**config.mk**
```make
export PLATFORM = sky130hd
export DESIGN_NAME = filter_event_ctrl
export DESIGN_NICKNAME = d
export VERILOG_FILES = /design/src/rtl/filter_ctrl_pkg.sv /design/src/rtl/fec_event_fifo.sv /design/src/rtl/filter_event_ctrl.sv
export SDC_FILE = /design/constraint.sdc
export NUM_CORES = 1
export LEC_CHECK = 0
export CAP_MARGIN = 5
export CORE_UTILIZATION = 50
export DETAILED_ROUTE_END_ITERATION = 8
export MAX_ROUTING_LAYER = met4
export PLACE_DENSITY = 0.7
export SYNTH_ARGS = -nofsm -noshare
export SYNTH_HDL_FRONTEND = slang
export SYNTH_SLANG_ARGS = --single-unit
```
**constraint.sdc**
```tcl
create_clock -name clk -period 5.2 [get_ports clk]
set_input_delay 1.3 -clock clk [delete_from_list [all_inputs] [get_ports clk]]
set_output_delay 1.3 -clock clk [all_outputs]
set_load 0.03 [all_outputs]
```
**src/rtl/filter_ctrl_pkg.sv**
```systemverilog
// filter_ctrl_pkg: shared state, event and counter definitions for filter_event_ctrl.
package filter_ctrl_pkg;
    localparam int FEC_DROP_W = 8;
    localparam int FEC_DATA_W = 16;
    localparam int FEC_TS_W   = 32;
    typedef enum logic [1:0] {IDLE, ARMED, PEAK, DEAD} fec_state_t;
    typedef struct packed {
        logic [FEC_DATA_W-1:0] peak;
        logic [FEC_TS_W-1:0]   ts;
        logic                  pileup;
    } fec_event_t;
endpackage

```
**src/rtl/fec_event_fifo.sv**
```systemverilog
// fec_event_fifo: synchronous first-word-fall-through event buffer with full/empty flags.
module fec_event_fifo
    import filter_ctrl_pkg::*;
#(
    parameter int  DEPTH = 4,
    parameter type T     = fec_event_t
) (
    input  logic clk,
    input  logic reset,
    input  logic push,
    input  logic pop,
    input  T     wdata,
    output T     rdata,
    output logic full,
    output logic empty
);
    localparam int AW = $clog2(DEPTH);
    localparam logic [AW:0] ONE = {{AW{1'b0}}, 1'b1};
    T mem_q [DEPTH];
    logic [AW:0] wr_q, rd_q;
    logic wr_en, rd_en;
    assign empty = wr_q == rd_q;
    assign full  = (wr_q[AW] != rd_q[AW]) && (wr_q[AW-1:0] == rd_q[AW-1:0]);
    assign rd_en = pop && !empty;
    // a full buffer still takes a push when the head leaves in the same cycle
    assign wr_en = push && (!full || rd_en);
    assign rdata = empty ? '0 : mem_q[rd_q[AW-1:0]];
    always_ff @(posedge clk or negedge reset) begin
        if (!reset) begin
            wr_q <= '0;
            rd_q <= '0;
        end else begin
            if (wr_en) wr_q <= wr_q + ONE;
            if (rd_en) rd_q <= rd_q + ONE;
        end
    end
    always_ff @(posedge clk) begin
        if (wr_en) mem_q[wr_q[AW-1:0]] <= wdata;
    end
endmodule

```
**src/rtl/filter_event_ctrl.sv**
```systemverilog
// filter_event_ctrl: threshold trigger, peak/timestamp capture, dead time and event buffering.
// Pile-up flagging during dead time is built only when FILTER_EVENT_PILEUP_EN is defined.
module filter_event_ctrl
    import filter_ctrl_pkg::*;
#(
    parameter int SIZE_FILTER_DATA = FEC_DATA_W,
    parameter int SIZE_TS          = FEC_TS_W,
    parameter int DEAD_TIME        = 16,
    parameter int FIFO_DEPTH       = 4
) (
    input  logic                        clk,
    input  logic                        reset,
    input  logic                        enable,
    input  logic [SIZE_FILTER_DATA-1:0] filt_data,
    input  logic [SIZE_FILTER_DATA-1:0] threshold,
    output logic                        event_valid,
    input  logic                        event_ready,
    output logic [SIZE_FILTER_DATA-1:0] event_peak,
    output logic [SIZE_TS-1:0]          event_ts,
    output logic                        event_pileup,
    output logic                        busy,
    output logic [FEC_DROP_W-1:0]       drop_cnt
);
    typedef struct packed {
        logic [SIZE_FILTER_DATA-1:0] peak;
        logic [SIZE_TS-1:0]          ts;
        logic                        pileup;
    } event_t;
    localparam logic [7:0] DEAD_LOAD = 8'(DEAD_TIME - 1);
    fec_state_t state_q, state_d;
    logic [SIZE_TS-1:0] ts_q, pts_q, pts_d;
    logic [SIZE_FILTER_DATA-1:0] peak_q, peak_d;
    logic [7:0] dead_q, dead_d;
    logic [FEC_DROP_W-1:0] drop_q, drop_d;
    logic push, pop, full, empty, pile;
    event_t ev_in, ev_out;

    always_comb begin
        state_d = state_q;
        peak_d  = peak_q;
        pts_d   = pts_q;
        dead_d  = dead_q;
        push    = 1'b0;
        if (!enable) begin
            state_d = IDLE;
            dead_d  = '0;
        end else begin
            case (state_q)
                IDLE:  state_d = ARMED;
                ARMED: if (filt_data > threshold) begin
                    state_d = PEAK;
                    peak_d  = filt_data;
                    pts_d   = ts_q;
                end
                PEAK: if (filt_data <= threshold) begin
                    state_d = DEAD;
                    push    = 1'b1;
                    dead_d  = DEAD_LOAD;
                end else if (filt_data > peak_q) begin
                    peak_d = filt_data;
                    pts_d  = ts_q;
                end
                DEAD: if (dead_q == 8'd0) state_d = ARMED;
                      else dead_d = dead_q - 8'd1;
            endcase
        end
    end

    assign pop    = event_ready && !empty;
    assign drop_d = (push && full && !pop && drop_q != '1) ? drop_q + 8'd1 : drop_q;

    always_ff @(posedge clk or negedge reset) begin
        if (!reset) begin
            state_q <= IDLE;
            ts_q    <= '0;
            pts_q   <= '0;
            peak_q  <= '0;
            dead_q  <= '0;
            drop_q  <= '0;
        end else begin
            state_q <= state_d;
            ts_q    <= ts_q + SIZE_TS'(1);
            pts_q   <= pts_d;
            peak_q  <= peak_d;
            dead_q  <= dead_d;
            drop_q  <= drop_d;
        end
    end

`ifdef FILTER_EVENT_PILEUP_EN
    logic pile_q, pile_d;
    assign pile_d = (!enable || state_q == IDLE || push) ? 1'b0 :
                    (state_q == DEAD && filt_data > threshold) ? 1'b1 : pile_q;
    always_ff @(posedge clk or negedge reset) begin
        if (!reset) pile_q <= 1'b0;
        else pile_q <= pile_d;
    end
    assign pile = pile_q;
`else
    assign pile = 1'b0;
`endif

    assign ev_in = '{peak: peak_q, ts: pts_q, pileup: pile};

    fec_event_fifo #(.DEPTH(FIFO_DEPTH), .T(event_t)) u_fifo (
        .clk  (clk),
        .reset(reset),
        .push (push),
        .pop  (pop),
        .wdata(ev_in),
        .rdata(ev_out),
        .full (full),
        .empty(empty)
    );

    assign event_valid  = !empty;
    assign event_peak   = ev_out.peak;
    assign event_ts     = ev_out.ts;
    assign event_pileup = ev_out.pileup;
    assign busy         = (state_q == PEAK) || (state_q == DEAD);
    assign drop_cnt     = drop_q;
endmodule

```
# Word level (Yosys, flattened, before mapping)
# Memories as Yosys holds them, arrays and structs flattened.
# Cells that the tools add are included.
# totals
ff_bits	104
ram_bits	192
n_memories	1
# op_classes
n_addsub	5
order_cmp	3
eq_ne	15
muxes	23
reduce_logical	18
# mem_list
name	words	word_bits	rd	rd_ports_with_merged_regs	write_ports	line_no	source
u_fifo.mem_q	4	48	1	0	1	fec_event_fifo.sv:19	T mem_q [DEPTH];
# ops
operator	n
two-way mux 32 bit	3
case mux 32 bit (2 select lines)	1
two-way mux 49 bit	1
two-way mux 16 bit	3
adder 32 x 1 -> 32 bit, second input constant	1
> comparator 16 bit	2
case mux 16 bit (2 select lines)	1
two-way mux 8 bit	3
<= comparator 16 bit	1
case mux 8 bit (2 select lines)	1
inequality test 3 bit, second input constant	4
adder 8 x 1 -> 8 bit, second input constant	1
logical NOT 8 bit	1
two-way mux 2 bit	4
inequality test 8 bit, second input constant	1
case mux 2 bit (4 select lines)	1
subtractor 8 x 1 -> 8 bit, second input constant	1
logical AND 1 bit	7
adder 3 x 1 -> 3 bit, second input constant	2
inequality test 2 bit, second input constant	3
AND reduction 3 bit	2
two-way mux 1 bit	5
AND reduction 5 bit	1
== test 2 bit, second input constant	2
other kinds (9)	12

# Depth between registers and ports, before layout
# logic_depth
word_depth	8
mapped_depth	10

# Cells and area by module
# From an unflattened synthesis, not the netlist that was laid out.
# hier_totals
hier_cells	808
hier_area_um2	12997.5
# modules_own_cells
mod	n_inst	cells_per_inst	area_per_inst_um2	seq_area_each_um2
fec_event_fifo	1	346	7841.3	6035.8
filter_event_ctrl	1	462	5156.2	2452.4

# Worst setup path before layout
# OpenSTA, ideal clock, no wires.
# synth_path
kind	input port to flip-flop
start	in threshold[13]
end	mem u_fifo.mem_q[3][0] in the netlist's numbering (enable)
setup_ns	0.448
t_arrival_ns	4.677
setup_slack_ns	0.075
stages	8
path_buffers	1
cell_sequence	inv_1 -> ha_1 -> a21o_1 -> a21o_1 -> a221o_1 -> o31a_2 -> buf_2 -> nor3b_2
# synth_via
elab_chain_len	7
# synth_lines
element	line_no	source
from (decl)	filter_event_ctrl.sv:15	input logic [SIZE_FILTER_DATA-1:0] threshold,
<= comparator 16 bit	filter_event_ctrl.sv:55	PEAK: if (filt_data <= threshold) begin
two-way mux 1 bit	filter_event_ctrl.sv:55	
two-way mux 1 bit	filter_event_ctrl.sv:48	case (state_q)
two-way mux 1 bit	filter_event_ctrl.sv:44	if (!enable) begin
logical AND 1 bit	fec_event_fifo.sv:26	assign wr_en = push && (!full || rd_en);
two-way mux 1 bit	fec_event_fifo.sv:38	if (wr_en) mem_q[wr_q[AW-1:0]] <= wdata;
two-way mux 1 bit (not written as such)	fec_event_fifo.sv:38	
to (decl)	fec_event_fifo.sv:19	
# Every way passes these cells.

# Final worst setup path
# layout_path
start	reg u_fifo.rd_q[0]
end	out event_ts[4]
# layout_via
elab_chain_len	2
word_cells_on_any_way	3
# layout_lines
element	line_no	source
from (decl)	fec_event_fifo.sv:20	logic [AW:0] wr_q, rd_q;
from (signal assigned)	fec_event_fifo.sv:34	if (rd_en) rd_q <= rd_q + ONE;
memory read (4 x 48 bit) or == test 3 bit (tied branches)	n/a	
two-way mux 49 bit (*)	fec_event_fifo.sv:27	assign rdata = empty ? '0 : mem_q[rd_q[AW-1:0]];
to (decl)	filter_event_ctrl.sv:19	output logic [SIZE_TS-1:0] event_ts,
# Every way passes the cells marked *; elsewhere a longest branch is shown, timed or not.

==> run metrics <==
Synth area leaders=edfxtp_1 (45%), dfrtp_1 (20%), mux4_2 (8.5%), ha_1 (4.3%), mux2_2 (2.9%); CP Max Fanout=30; cells after synthesis=792; Hold Crit Class=reg -> reg; reg2reg path depth=6; Routed Antenna Nets=0; Slew @ Worst Pin=692 ps; top_reg_cell synth=edfxtp_1; Routed WL=23,100 um; PD cells=558 nW/um^2; Max clock buf depth=3; CTS Hold Buffers Added=0; Synth top area share=0.452; Rel. slew slack=0.539; Worst R2R End=u_fifo.mem_q[2][21]; Post-Syn Area per Cell=roughly 16 um^2; outcome=finished clean; delay-heaviest family, CP=buffers and inverters; Initial Util=0.508; largest net degree at the start of global routing=55; worst skew pair latency=570 ps; die area=26,200 um^2; # setup viols final=0; fin crit share=0.839; Port Buf Inserts=93; DR WL/cell=18.4 um; Crit. End Element=output pin; Detailed Routing Iterations Pass 1=4; clk_skew=28.2 ps; Core Util, Final=0.609; Final Hold Viols=0; Clock Sinks=296; first-pass GRT wire length=about 38,000 um; post-route setup slack=835 ps; unrepaired setup endpoints after global routing=false; stages on the worst setup path=4; synth warn=0; vias in the first global route=6,940; post-CTS setup buffers=0; mapped cell area=12,800 um^2; Synth cell types=50; area leader, netlist=edfxtp_1; H-tree levels=1; Arrival @ worst endpoint=between 3000 and 4000 ps; crit path cell chain=buf_4 -> mux4_2 -> nor2b_1 -> clkdlybuf4s50_1; Post-synth EDFFs=approximately 190; Starting DRT DRC Count=470; Nets=982; Fmax=between 200 and 250 MHz; Crit. Startpoint=u_fifo.rd_q[0]; total track usage=0.191; vias=6,764; fin crit period=4360 ps; Layout area overhead=19.8%; Worst EP required=3900 ps; worst slack, placed=813 ps; Max Cap Viol=0; dpl hpwl=15,000 um; leakage power=5.95 nW; num ports=95; CTS buffer count=30; Setup crit start kind=register; post-cts sizing count=0; gr ovfl total=0; proportion of layout cells with a drive suffix above 1=0.199; Final Wtd Congestion=0.817; Synthesized Nets=just under 900; crit path buf inv count=2; CP max stage delay=810 ps; drt drc=0; Seq/Total Area, Yosys=0.656; CTS tree=yes; initial antenna violation count=0; flop2flop setup slack=2500 ps; FF-to-FF Start=u_fifo.rd_q[0]; # rows=58; max-slew violations=0; top post-synthesis cells by count=edfxtp_1 (192), dfrtp_1 (104), nor2b_1 (51), mux4_2 (48), inv_1 (46); peak supply drop=0.000324 V; clk slew on worst S/H paths=60 ps; routed vias/inst=approximately 5.4; Diodes inserted=0; critical path class=reg -> out; Setup crit end=event_ts[4]; critical path's slowest cell=dfrtp_4; die width=between 150 and 200 um; setup TNS=0 ps; synthesized flop and latch total=296; Fillers=1,917; Design Area, Final=between 15,000 and 20,000 um^2; count leader, synth=edfxtp_1; Post-synth ARST share=0.351; Post-DP Area=14,100 um^2; Hold WS=489 ps; total core area=25,100 um^2; Die Ht=approximately 160 um; root buf cell=clkbuf_16
[per-layer routing]
metal	vias up	GRT usage	wire [um]
li1	3175	-	-
met1	3400	0.264	10400
met2	151	0.304	11200
met3	38	0.0278	1100
met4	0	0.0420	418
met5	-	-	0
[logic make-up (layout without fill, tap and decap cells)]
group           count (synthesis)  in the layout  share of synthesized area
compound gates                 57             57                     0.0305
xor+xnor                       44             44                     0.0302
fa+ha+maj                      44             44                     0.0432
buf+inv                        76            210                     0.0262
flops                         296            296                      0.656
mux                           102            102                      0.138
other cells                     1              1                   0.000294
simple gates                  172            172                     0.0754
[final cells by class]
class                   count  area (um^2)  share of cell area
flip-flops and latches    296         8370               0.548
repair buffers            108         1100              0.0722
inverters                  46          173              0.0113
multi-input cells         420         4070               0.266
clock buffers              37          838              0.0549
well taps                 330          413              0.0270
clock inverters            19          312              0.0204
[cell usage in the layout, fill, tap and decap left out, types with 4 or more instances in the layout]
master / Yosys / routed
bufinv_16: 0 / 7
xnor2_1: 28 / 28
nor4_1: 4 / 4
mux4_2: 48 / 48
a221o_1: 4 / 4
inv_1: 46 / 46
nand3_1: 25 / 25
nor2_1: 19 / 19
nand2_1: 27 / 27
o21ai_0: 8 / 8
buf_12: 0 / 5
clkbuf_8: 0 / 4
mux2_4: 20 / 20
a21o_1: 6 / 6
dfrtp_1: 104 / 102
nor3_1: 4 / 4
a21oi_1: 20 / 20
clkinv_2: 0 / 4
nor2b_1: 51 / 51
ha_1: 44 / 44
buf_4: 3 / 11
edfxtp_1: 192 / 192
clkinvlp_4: 0 / 4
mux2_2: 33 / 33
nand4_1: 13 / 13
clkdlybuf4s50_1: 0 / 92
and3_1: 10 / 10
xor2_1: 16 / 16
clkbuf_16: 0 / 31
[power breakdown]
part | internal, mW | total (mW) | switching [mW]
clock network | 1.50 | 2.40 | 0.899
logic | 1.40 | 3.00 | 1.60
registers | 2.83 | 3.13 | 0.300
[state kept, by name (all words and copies together) (netlist names)]
signal	flops
dead_q	8
u_fifo.wr_q	3
ts_q	32
drop_cnt	8
u_fifo.rd_q	3
u_fifo.mem_q	192
state_q	2
pts_q	32
peak_q	16
[stage by stage]
step / total power [mW] / cells
after global routing: 8.92 / 1256
after floorplan: 5.06 / 792
final: 8.53 / 1256
after CTS: 8.62 / 1256
after global placement: 6.19 / 1200
after detailed placement: 6.22 / 1200
[worst min-delay path by stage]
stage	start	to	slack, ps	cells past startpoint
2_1_floorplan	ts_q[0]	ts_q[0]	440	1
3_3_place_gp	ts_q[0]	ts_q[0]	470	1
3_5_place_dp	ts_q[0]	ts_q[0]	480	1
4_1_cts	ts_q[27]	ts_q[27]	490	1
5_1_grt	ts_q[27]	ts_q[27]	510	1
6_report	ts_q[27]	ts_q[27]	490	1
Note: power is estimated with default switching activity, not from simulation.
